### src/rtl/vault_phase_sequencer.sv
`timescale 1ns/1ps
`default_nettype none
// ============================================================================
// Module : vault_phase_sequencer
// Runs the puzzle phases strictly in order, with a per-phase timeout, a
// lockout penalty after each tolerated failure and a global retry budget.
// Rev    : 1.0
// ============================================================================
module vault_phase_sequencer #(
   parameter int NUM_PHASES     = 3,
   parameter int TIMEOUT_CYCLES = 1000,
   parameter int MAX_RETRIES    = 2,
   parameter int LOCKOUT_CYCLES = 500,
   parameter int PW             = (NUM_PHASES > 1) ? $clog2(NUM_PHASES) : 1
) (
   input  logic                  clk,
   input  logic                  reset,
   input  logic                  start,
   input  logic [NUM_PHASES-1:0] phase_done,
   input  logic [NUM_PHASES-1:0] phase_fail,
   output logic [NUM_PHASES-1:0] phase_en,
   output logic                  phase_clr,
   output logic [PW-1:0]         cur_phase,
   output logic                  busy,
   output logic                  vault_open,
   output logic                  locked,
   output logic                  alarm,
   output logic [3:0]            retries_left
);

   localparam int TMAX = (TIMEOUT_CYCLES > LOCKOUT_CYCLES) ? TIMEOUT_CYCLES : LOCKOUT_CYCLES;
   localparam int TW   = $clog2(TMAX + 1);

   localparam logic [TW-1:0] WAIT_LAST  = TW'(TIMEOUT_CYCLES - 1);
   localparam logic [TW-1:0] LOCK_LAST  = TW'(LOCKOUT_CYCLES - 1);
   localparam logic [PW-1:0] LAST_PHASE = PW'(NUM_PHASES - 1);
   localparam logic [3:0]    RETRY_INIT = 4'(MAX_RETRIES);

   typedef enum logic [2:0] {
      S_IDLE      = 3'd0,
      S_CLEAR     = 3'd1,
      S_ARM       = 3'd2,
      S_WAIT      = 3'd3,
      S_EVAL_FAIL = 3'd4,
      S_LOCKOUT   = 3'd5,
      S_OPEN      = 3'd6,
      S_ALARM     = 3'd7
   } state_t;

   state_t                  state;
   state_t                  state_nx;
   logic [PW-1:0]           cur_phase_nx;
   logic [TW-1:0]           timer;
   logic [TW-1:0]           timer_nx;
   logic [TW-1:0]           timer_inc;
   logic [3:0]              retries_nx;
   logic [NUM_PHASES-1:0]   phase_en_nx;
   logic                    act_done;
   logic                    act_fail;

   // Only the active phase's status bits matter; all others are ignored.
   assign act_done  = phase_done[cur_phase];
   assign act_fail  = phase_fail[cur_phase];
   assign timer_inc = (&timer) ? timer : timer + TW'(1);

   always_comb begin
      state_nx     = state;
      cur_phase_nx = cur_phase;
      timer_nx     = timer;
      retries_nx   = retries_left;

      case (state)
         S_IDLE: begin
            if (start) begin
               state_nx     = S_CLEAR;
               cur_phase_nx = '0;
            end
         end
         S_CLEAR: begin
            timer_nx = '0;
            state_nx = S_ARM;
         end
         S_ARM: begin
            timer_nx = '0;
            state_nx = S_WAIT;
         end
         S_WAIT: begin
            timer_nx = timer_inc;
            // Fail beats done, and done beats a timeout on the same cycle.
            if (act_fail) begin
               state_nx = S_EVAL_FAIL;
            end else if (act_done) begin
               if (cur_phase == LAST_PHASE) begin
                  state_nx = S_OPEN;
               end else begin
                  cur_phase_nx = cur_phase + PW'(1);
                  state_nx     = S_CLEAR;
               end
            end else if (timer == WAIT_LAST) begin
               state_nx = S_EVAL_FAIL;
            end
         end
         S_EVAL_FAIL: begin
            if (retries_left == 4'd0) begin
               state_nx = S_ALARM;
            end else begin
               retries_nx = retries_left - 4'd1;
               timer_nx   = '0;
               state_nx   = S_LOCKOUT;
            end
         end
         S_LOCKOUT: begin
            timer_nx = timer_inc;
            if (timer == LOCK_LAST) begin
               cur_phase_nx = '0;
               state_nx     = S_CLEAR;
            end
         end
         S_OPEN:  state_nx = S_OPEN;
         S_ALARM: state_nx = S_ALARM;
         default: state_nx = S_IDLE;
      endcase

      phase_en_nx = '0;
      if (state_nx == S_WAIT) begin
         phase_en_nx = NUM_PHASES'(1) << cur_phase_nx;
      end
   end

   // Outputs are decoded from the next state so every output is a flop.
   always_ff @(posedge clk or negedge reset) begin
      if (!reset) begin
         state        <= S_IDLE;
         cur_phase    <= '0;
         timer        <= '0;
         retries_left <= RETRY_INIT;
         phase_en     <= '0;
         phase_clr    <= 1'b0;
         busy         <= 1'b0;
         vault_open   <= 1'b0;
         locked       <= 1'b0;
         alarm        <= 1'b0;
      end else begin
         state        <= state_nx;
         cur_phase    <= cur_phase_nx;
         timer        <= timer_nx;
         retries_left <= retries_nx;
         phase_en     <= phase_en_nx;
         phase_clr    <= (state_nx == S_CLEAR);
         busy         <= !((state_nx == S_IDLE) || (state_nx == S_OPEN) || (state_nx == S_ALARM));
         vault_open   <= (state_nx == S_OPEN);
         locked       <= (state_nx == S_LOCKOUT);
         alarm        <= (state_nx == S_ALARM);
      end
   end

endmodule
`default_nettype wire

### config.mk
export PLATFORM = sky130hd
export DESIGN_NAME = vault_phase_sequencer
export DESIGN_NICKNAME = d
export VERILOG_FILES = /design/src/rtl/vault_phase_sequencer.sv
export SDC_FILE = /design/constraint.sdc
export NUM_CORES = 1
export LEC_CHECK = 0
export ABC_AREA = 1
export CAP_MARGIN = 25
export CELL_PAD_IN_SITES_DETAIL_PLACEMENT = 0
export CELL_PAD_IN_SITES_GLOBAL_PLACEMENT = 2
export CORE_MARGIN = 2
export CORE_UTILIZATION = 30
export DETAILED_ROUTE_END_ITERATION = 10
export HOLD_SLACK_MARGIN = 0.12
export PLACE_DENSITY_LB_ADDON = 0.1
export SETUP_SLACK_MARGIN = 0.1
export SLEW_MARGIN = 30
export SYNTH_ARGS = -nofsm -noshare
export SYNTH_HDL_FRONTEND = slang
export SYNTH_SLANG_ARGS = --single-unit
### constraint.sdc
create_clock -name clk -period 3.25 [get_ports clk]
set_clock_uncertainty 0.15 [all_clocks]
set_input_delay 0.8125 -clock clk [delete_from_list [all_inputs] [get_ports clk]]
set_output_delay 0.8125 -clock clk [all_outputs]
set_load 0.01 [all_outputs]
==> impl_results.md, run 1 <==
* WP buf/inv at 1
* Min Tclk post-route at about 2.3 ns
* Worst Hold Class: reg2reg
* Final Setup Violations at 0
* Average routed wire per standard cell at ~12 um
* Flop2flop setup slack at 1.02 ns
* P_int at between 0.4 and 0.5 mW
* HPWL after DPL at about 2900 um
* Die Y at between 80 and 90 um
* Sequence of cells on the critical path: clkdlybuf4s50_1
* # rows at 27
* Initial Utilization at 0.314
* Critical path launch point type: register
* Top delay family on crit path: flip-flops
* CTS Hold Bufs at 0
* Max_slew headroom at 0.671
* Final setup TNS at 0 ns
* Post-Synthesis Cells at between 200 and 250
* TritonCTS Buffers at 3
* Status: finished, final reports clean
* # IOs at 23
* Post-place instance area at between 2000 and 2500 um^2
* Share of cells above drive strength 1 at 0.171
* RSZ-0062 raised after global routing: false
* FILL cells at about 610
* Drt pass-1 iters at 4
* # diodes at 0
* Post-Syn Area at roughly 1700 um^2
* CP startpoint: retries_left[1]$_DFFE_PN1P_
* Post-Synthesis Net Count at 235
* End of the critical path: retries_left[1]
* Sequential power share at 0.606
* Worst-path clk slew at 0.10 ns
* Pleak at 0.994 nW
* Hold_ws at 0.350 ns
* Routed vias/inst at 4.42
* Synth warn at 0
* Max-slew violations at 0
* Cell area after layout at about 2100 um^2
* Layout area overhead at 19.9%
* Post-route DRC at 0
* Post-synth ARST share at 1.00
* Switching part of the total at 0.217
* Worst path depth at 1
* Via Count at around 1400
* Die Area at about 6400 um^2
* Fmax at 429 MHz
* Reg2Reg Depth at 10
* Max stage delay on crit path at between 0.5 and 0.6 ns
* Post-synth top flop: dfrtp_1
* Port Buffers at 22
* EDFF count, synth at 0
* Net Switching at between 0.1 and 0.15 mW
* #FFs+latches synth at 27
* Final nets at 261
* Worst Path Required at between 2 and 2.5 ns
* Reg2reg end: timer[5]$_DFFE_PN0P_
* Clk buf depth at 2
* Clock power share at 0.358
* Syn avg cell area at between 7 and 8 um^2
* Post_cts resized at 0
* Synth cell types at 33
* Grt total ovfl at 0
* Core area at about 5500 um^2
* CP Capture Type: primary output
* FF-to-FF Start: retries_left[1]$_DFFE_PN1P_
* Final WL at 3820 um
* Root buffer cell: clkbuf_8
* Worst endpoint data arrival time at 1.37 ns
* Drt initial violations at between 50 and 60
* Number of global-route vias before repair at ~1400
* Largest net degree at the start of global routing at 28
* Die width at 80.1 um
* Logic pwr share at 0.036
* Final period util at 0.718
* PwrDens at ~270 nW/um^2
* Htree depth at 1
* Worst ir drop on vdd at approximately 0.00017 V
* Sinks on the clock net at 27
* Max Cap Viol at 0
* Maximum fanout along the worst path at 4
* Seq/Total Area, Yosys at 0.389
* Worst-margin pin slew at about 0.49 ns
* Worst-Skew Late Latency at about 0.28 ns
* Post-CTS Setup Bufs at 0
* Initial antenna violation count at 0
* GRT Total Usage at 0.135
* Endpoints failing hold at 0
* Critical Path Slowest Stage Cell: dfstp_2
* First-pass GRT wire length at 6830 um
* Type of the worst setup path: reg2out
* Final ANT Viol Nets at 0
* RD Place Congestion at 0.808
* CTS tree: built
[cell families after synthesis]
| group | after synthesis | synth area share |
|---|---|---|
| buffers and inverters | 39 | 0.0892 |
| flip-flops | 27 | 0.389 |
| AO/OA/AOI/OAI | 21 | 0.0971 |
| adder cells (fa/ha/maj) | 5 | 0.0360 |
| XOR/XNOR | 6 | 0.0302 |
| AND/OR/NAND/NOR | 123 | 0.358 |
[synthesized netlist by cell type, types with 3 or more instances]
| library cell | number | area share |
|---|---|---|
| nand4_1 | 4 | 0.014 |
| nand2_2 | 7 | 0.025 |
| dfrtp_1 | 26 | 0.37 |
| o21ai_0 | 5 | 0.014 |
| xor2_1 | 5 | 0.025 |
| inv_2 | 5 | 0.011 |
| nand3_2 | 7 | 0.040 |
| nor3_1 | 9 | 0.026 |
| inv_1 | 32 | 0.069 |
| o21ai_2 | 6 | 0.030 |
| nand2_1 | 58 | 0.13 |
| ha_1 | 5 | 0.036 |
| nand3_1 | 12 | 0.035 |
| a21oi_1 | 3 | 0.0086 |
| nor2_1 | 16 | 0.035 |
[layer usage]
metal / track usage / vias up / share of wire / wire, um
met3: 0.0202 / 4 / 0.024 / 93
met2: 0.207 / 17 / 0.44 / 1680
li1: - / 750 / - / -
met5: 0 / - / 0 / 0
met4: 0.0356 / 0 / 0.010 / 40
met1: 0.198 / 633 / 0.53 / 2010
[cell type report]
type | instances | area, um^2 | share of cell area
Inverter | 37 | 139 | 0.0666
Timing Repair Buffer | 23 | 228 | 0.109
Tap cell | 72 | 90.1 | 0.0432
Clock buffer | 4 | 45.0 | 0.0216
Sequential cell | 27 | 677 | 0.325
Multi-Input combinational cell | 155 | 907 | 0.435
[metrics by stage]
stage	util	std cells	worst slack (ns)	total power, mW
finish	0.376	318	0.917	0.554
global route	0.376	318	0.812	0.588
CTS	0.376	318	0.901	0.565
detailed placement	0.368	314	0.739	0.363
global placement	0.368	314	0.740	0.363
floorplan	-	221	1.40	0.345
[flip-flops by register name, summed over array words and instances (netlist names), 2 cells and up]
| signal | cells |
|---|---|
| cur_phase | 2 |
| phase_en | 3 |
| retries_left | 4 |
| state | 3 |
| timer | 10 |
[layout by cell type (no fill, tap or decap), types with 4 or more instances in the layout]
cell type        instances
xor2_1                   5
o21ai_0                  5
nor2_1                  16
clkdlybuf4s50_1         22
nand3_2                  7
nand2_1                 58
nand2_2                  7
nand4_1                  4
dfrtp_1                 26
inv_2                    5
o21ai_2                  6
nor3_1                   9
inv_1                   32
nand3_1                 12
ha_1                     5
[power groups by stage]
stage / logic, mW / registers (mW) / clock network, mW
CTS: 0.0212 / 0.336 / 0.208
global route: 0.0225 / 0.336 / 0.230
detailed placement: 0.0210 / 0.342 / 0
global placement: 0.0207 / 0.342 / 0
floorplan: 0.00237 / 0.342 / 0
finish: 0.0201 / 0.336 / 0.198
[worst min-delay path by stage]
stage                                            from                     endpoint  slack (ns)  depth (start not counted)
after floorplan                  timer[5]$_DFFE_PN0P_         timer[5]$_DFFE_PN0P_        0.35                          2
after global placement    retries_left[3]$_DFFE_PN0P_  retries_left[3]$_DFFE_PN0P_        0.34                          1
after detailed placement  retries_left[3]$_DFFE_PN0P_  retries_left[3]$_DFFE_PN0P_        0.34                          1
after CTS                 retries_left[3]$_DFFE_PN0P_  retries_left[3]$_DFFE_PN0P_        0.35                          1
after global routing      retries_left[3]$_DFFE_PN0P_  retries_left[3]$_DFFE_PN0P_        0.39                          1
final                     retries_left[3]$_DFFE_PN0P_  retries_left[3]$_DFFE_PN0P_        0.35                          1
(Power assumes the default switching activity.)
==> inputs of run 2 (changes only) <==
Clock period 3.25 ns to 2.25 ns, I/O delays scaled along.
==> impl_results.md, run 2 (same netlist as run 1, synthesis figures left out) <==
* # rows at 27 (unchanged)
* RD Place Congestion at 0.772 (was 0.808)
* Final period util at 0.923
* Core area at 5540 um^2 (unchanged)
* Port Buffers at 22 (unchanged)
* Final Setup Violations at 0 (unchanged)
* Max stage delay on crit path at 0.56 ns (about the same)
* Max-slew violations at 0 (unchanged)
* Max reg flops at 10 (unchanged)
* CTS tree: built (unchanged)
* Type of the worst setup path: reg2out (unchanged)
* Worst Hold Class: reg2reg (unchanged)
* Average routed wire per standard cell at 11.9 um (was 12.0 um)
* Worst-Skew Late Latency at 0.28 ns (about the same)
* Post-CTS Setup Bufs at 0 (unchanged)
* Multi-input logic area at 907 um^2 (unchanged)
* Root buffer cell: clkbuf_8 (unchanged)
* Critical path launch point type: register (unchanged)
* Pleak at 1.01 nW (was 0.994 nW)
* Final setup TNS at 0 ns (unchanged)
* Min Tclk post-route at between 2 and 2.5 ns
* Drt pass-1 iters at 4 (unchanged)
* Endpoints failing hold at 0 (unchanged)
* CP Capture Type: primary output (unchanged)
* Worst endpoint data arrival time at 1.36 ns (was 1.37 ns)
* Critical Path Slowest Stage Cell: dfstp_2 (unchanged)
* Fmax at ~480 MHz
* Die Area at 6420 um^2 (unchanged)
* Number of global-route vias before repair at 1439 (was 1440)
* Worst-path clk slew at 0.09 ns (was 0.10 ns)
* Sequence of cells on the critical path: clkdlybuf4s50_1 (unchanged)
* Routed vias/inst at 4.46 (was 4.42)
* Top delay family on crit path: flip-flops (unchanged)
* Initial Utilization at 0.314 (unchanged)
* Max_slew headroom at 0.664 (was 0.671)
* Share of cells above drive strength 1 at 0.185 (was 0.171)
* TritonCTS Buffers at 3 (unchanged)
* Worst Path Required at 1.54 ns (was 2.29 ns)
* Worst-margin pin slew at 0.501 ns (was 0.490 ns)
* First-pass GRT wire length at 6780 um (was 6830 um)
* Post-route DRC at 0 (unchanged)
* Grt total ovfl at 0 (unchanged)
* WP buf/inv at 1 (unchanged)
* PwrDens at 376 nW/um^2 (was 266 nW/um^2)
* Worst ir drop on vdd at 0.000192 V (was 0.000170 V)
* Top reg by flops: timer (unchanged)
* Post-place instance area at 2060 um^2 (was 2040 um^2)
* # IOs at 23 (unchanged)
* Util after Layout at 0.381 (was 0.376)
* Reg area at 678 um^2 (was 677 um^2)
* Clk buf depth at 2 (unchanged)
* Largest registers: timer (10), retries_left (4) (unchanged)
* RSZ-0062 raised after global routing: false (unchanged)
* Via Count at 1433 (was 1404)
* Commonest cells after routing, fill and taps aside: nand2_1, inv_1, dfrtp_1 (unchanged)
* Drt initial violations at 49 (was 57)
* Sinks on the clock net at 27 (unchanged)
* Commonest non-fill, non-tap cell in the layout: nand2_1 (unchanged)
* Die Y at 80.1 um (unchanged)
* Final ANT Viol Nets at 0 (unchanged)
* Htree depth at 1 (unchanged)
* Layout area overhead at 21.4% (was 19.9%)
* Final Power at 0.794 mW (was 0.554 mW)
* FILL cells at 642 (was 606)
* Final WL at 3810 um (was 3820 um)
* Status: finished, final reports clean (unchanged)
* Final nets at 264 (was 261)
* Cell area after layout at 2110 um^2 (was 2090 um^2)
* HPWL after DPL at 3010 um (was 2930 um)
* Max Cap Viol at 0 (unchanged)
* GRT Total Usage at 0.135 (about the same)
* Largest net degree at the start of global routing at 28 (unchanged)
* Die width at 80.1 um (unchanged)
* DP Worst Slack at -0.00562 ns (was 0.739 ns)
* # diodes at 0 (unchanged)
* Initial antenna violation count at 0 (unchanged)
* Worst setup margin at 0.173 ns (was 0.917 ns)
* Maximum fanout along the worst path at 4 (unchanged)
-- run 2: changes by cell type in the layout (fill, tap and decap cells not counted) --
| cell | delta |
|---|---|
| o21ai_0 | -1 |
| dfrtp_2 | +1 |
| inv_4 | +1 |
| buf_4 | +3 |
| inv_2 | -1 |
| dfrtp_1 | -1 |
| o21ai_1 | +1 |
-- run 2: report_power, final --
| group | total [mW] | internal, mW | switching [mW] |
|---|---|---|---|
| clock network | 0.280 | 0.127 | 0.153 |
| logic | 0.0286 | 0.0144 | 0.0142 |
| registers | 0.485 | 0.485 | 0 |
| total | 0.794 | 0.626 | 0.167 |
-- run 2: worst paths after layout --
path                                                   from                     endpoint  slack, ns  cells past startpoint
worst max register to register         timer[0]$_DFFE_PN0P_         timer[0]$_DFFE_PN0P_       0.33                      9
worst min register to register  retries_left[1]$_DFFE_PN1P_  retries_left[1]$_DFFE_PN1P_       0.36                      2
max in group asynchronous                             reset  retries_left[1]$_DFFE_PN1P_       1.13                      2
min in group asynchronous                             reset  retries_left[2]$_DFFE_PN0P_       0.50                      2
worst max-delay path            retries_left[1]$_DFFE_PN1P_              retries_left[1]       0.17                      1
worst min-delay path            retries_left[1]$_DFFE_PN1P_  retries_left[1]$_DFFE_PN1P_       0.36                      2
-- run 2: tightest hold or removal path, cell delays in order (launching register included) --
cell,delay (ns)
dfstp_2,0.39
nand2_1,0.05
o21ai_0,0.06
-- run 2: cell type report --
class,instances,share of cell area
multi-input cells,155,0.430
flip-flops and latches,27,0.321
repair buffers,26,0.118
inverters,37,0.0669
well taps,72,0.0427
clock buffers,4,0.0213
-- run 2: per-stage QoR --
stage,hold slack (ns),cells
2_1_floorplan,0.117,221
3_5_place_dp,0.349,317
3_3_place_gp,0.348,317
4_1_cts,0.365,321
5_1_grt,0.390,321
6_report,0.357,321
-- run 2: repair_timing --
action | CTS | global route
setup endpoints to repair | 0 | 3
resized for setup | 0 | 3
hold buffers | 0 | 0
-- run 2: metal layers --
metal  global-route usage  wire, um  vias up
li1                     -         -      761
met1                0.195      1990      652
met2                0.203      1660       15
met3               0.0225        95        5
met4               0.0492        57        0
met5                    0         0        -
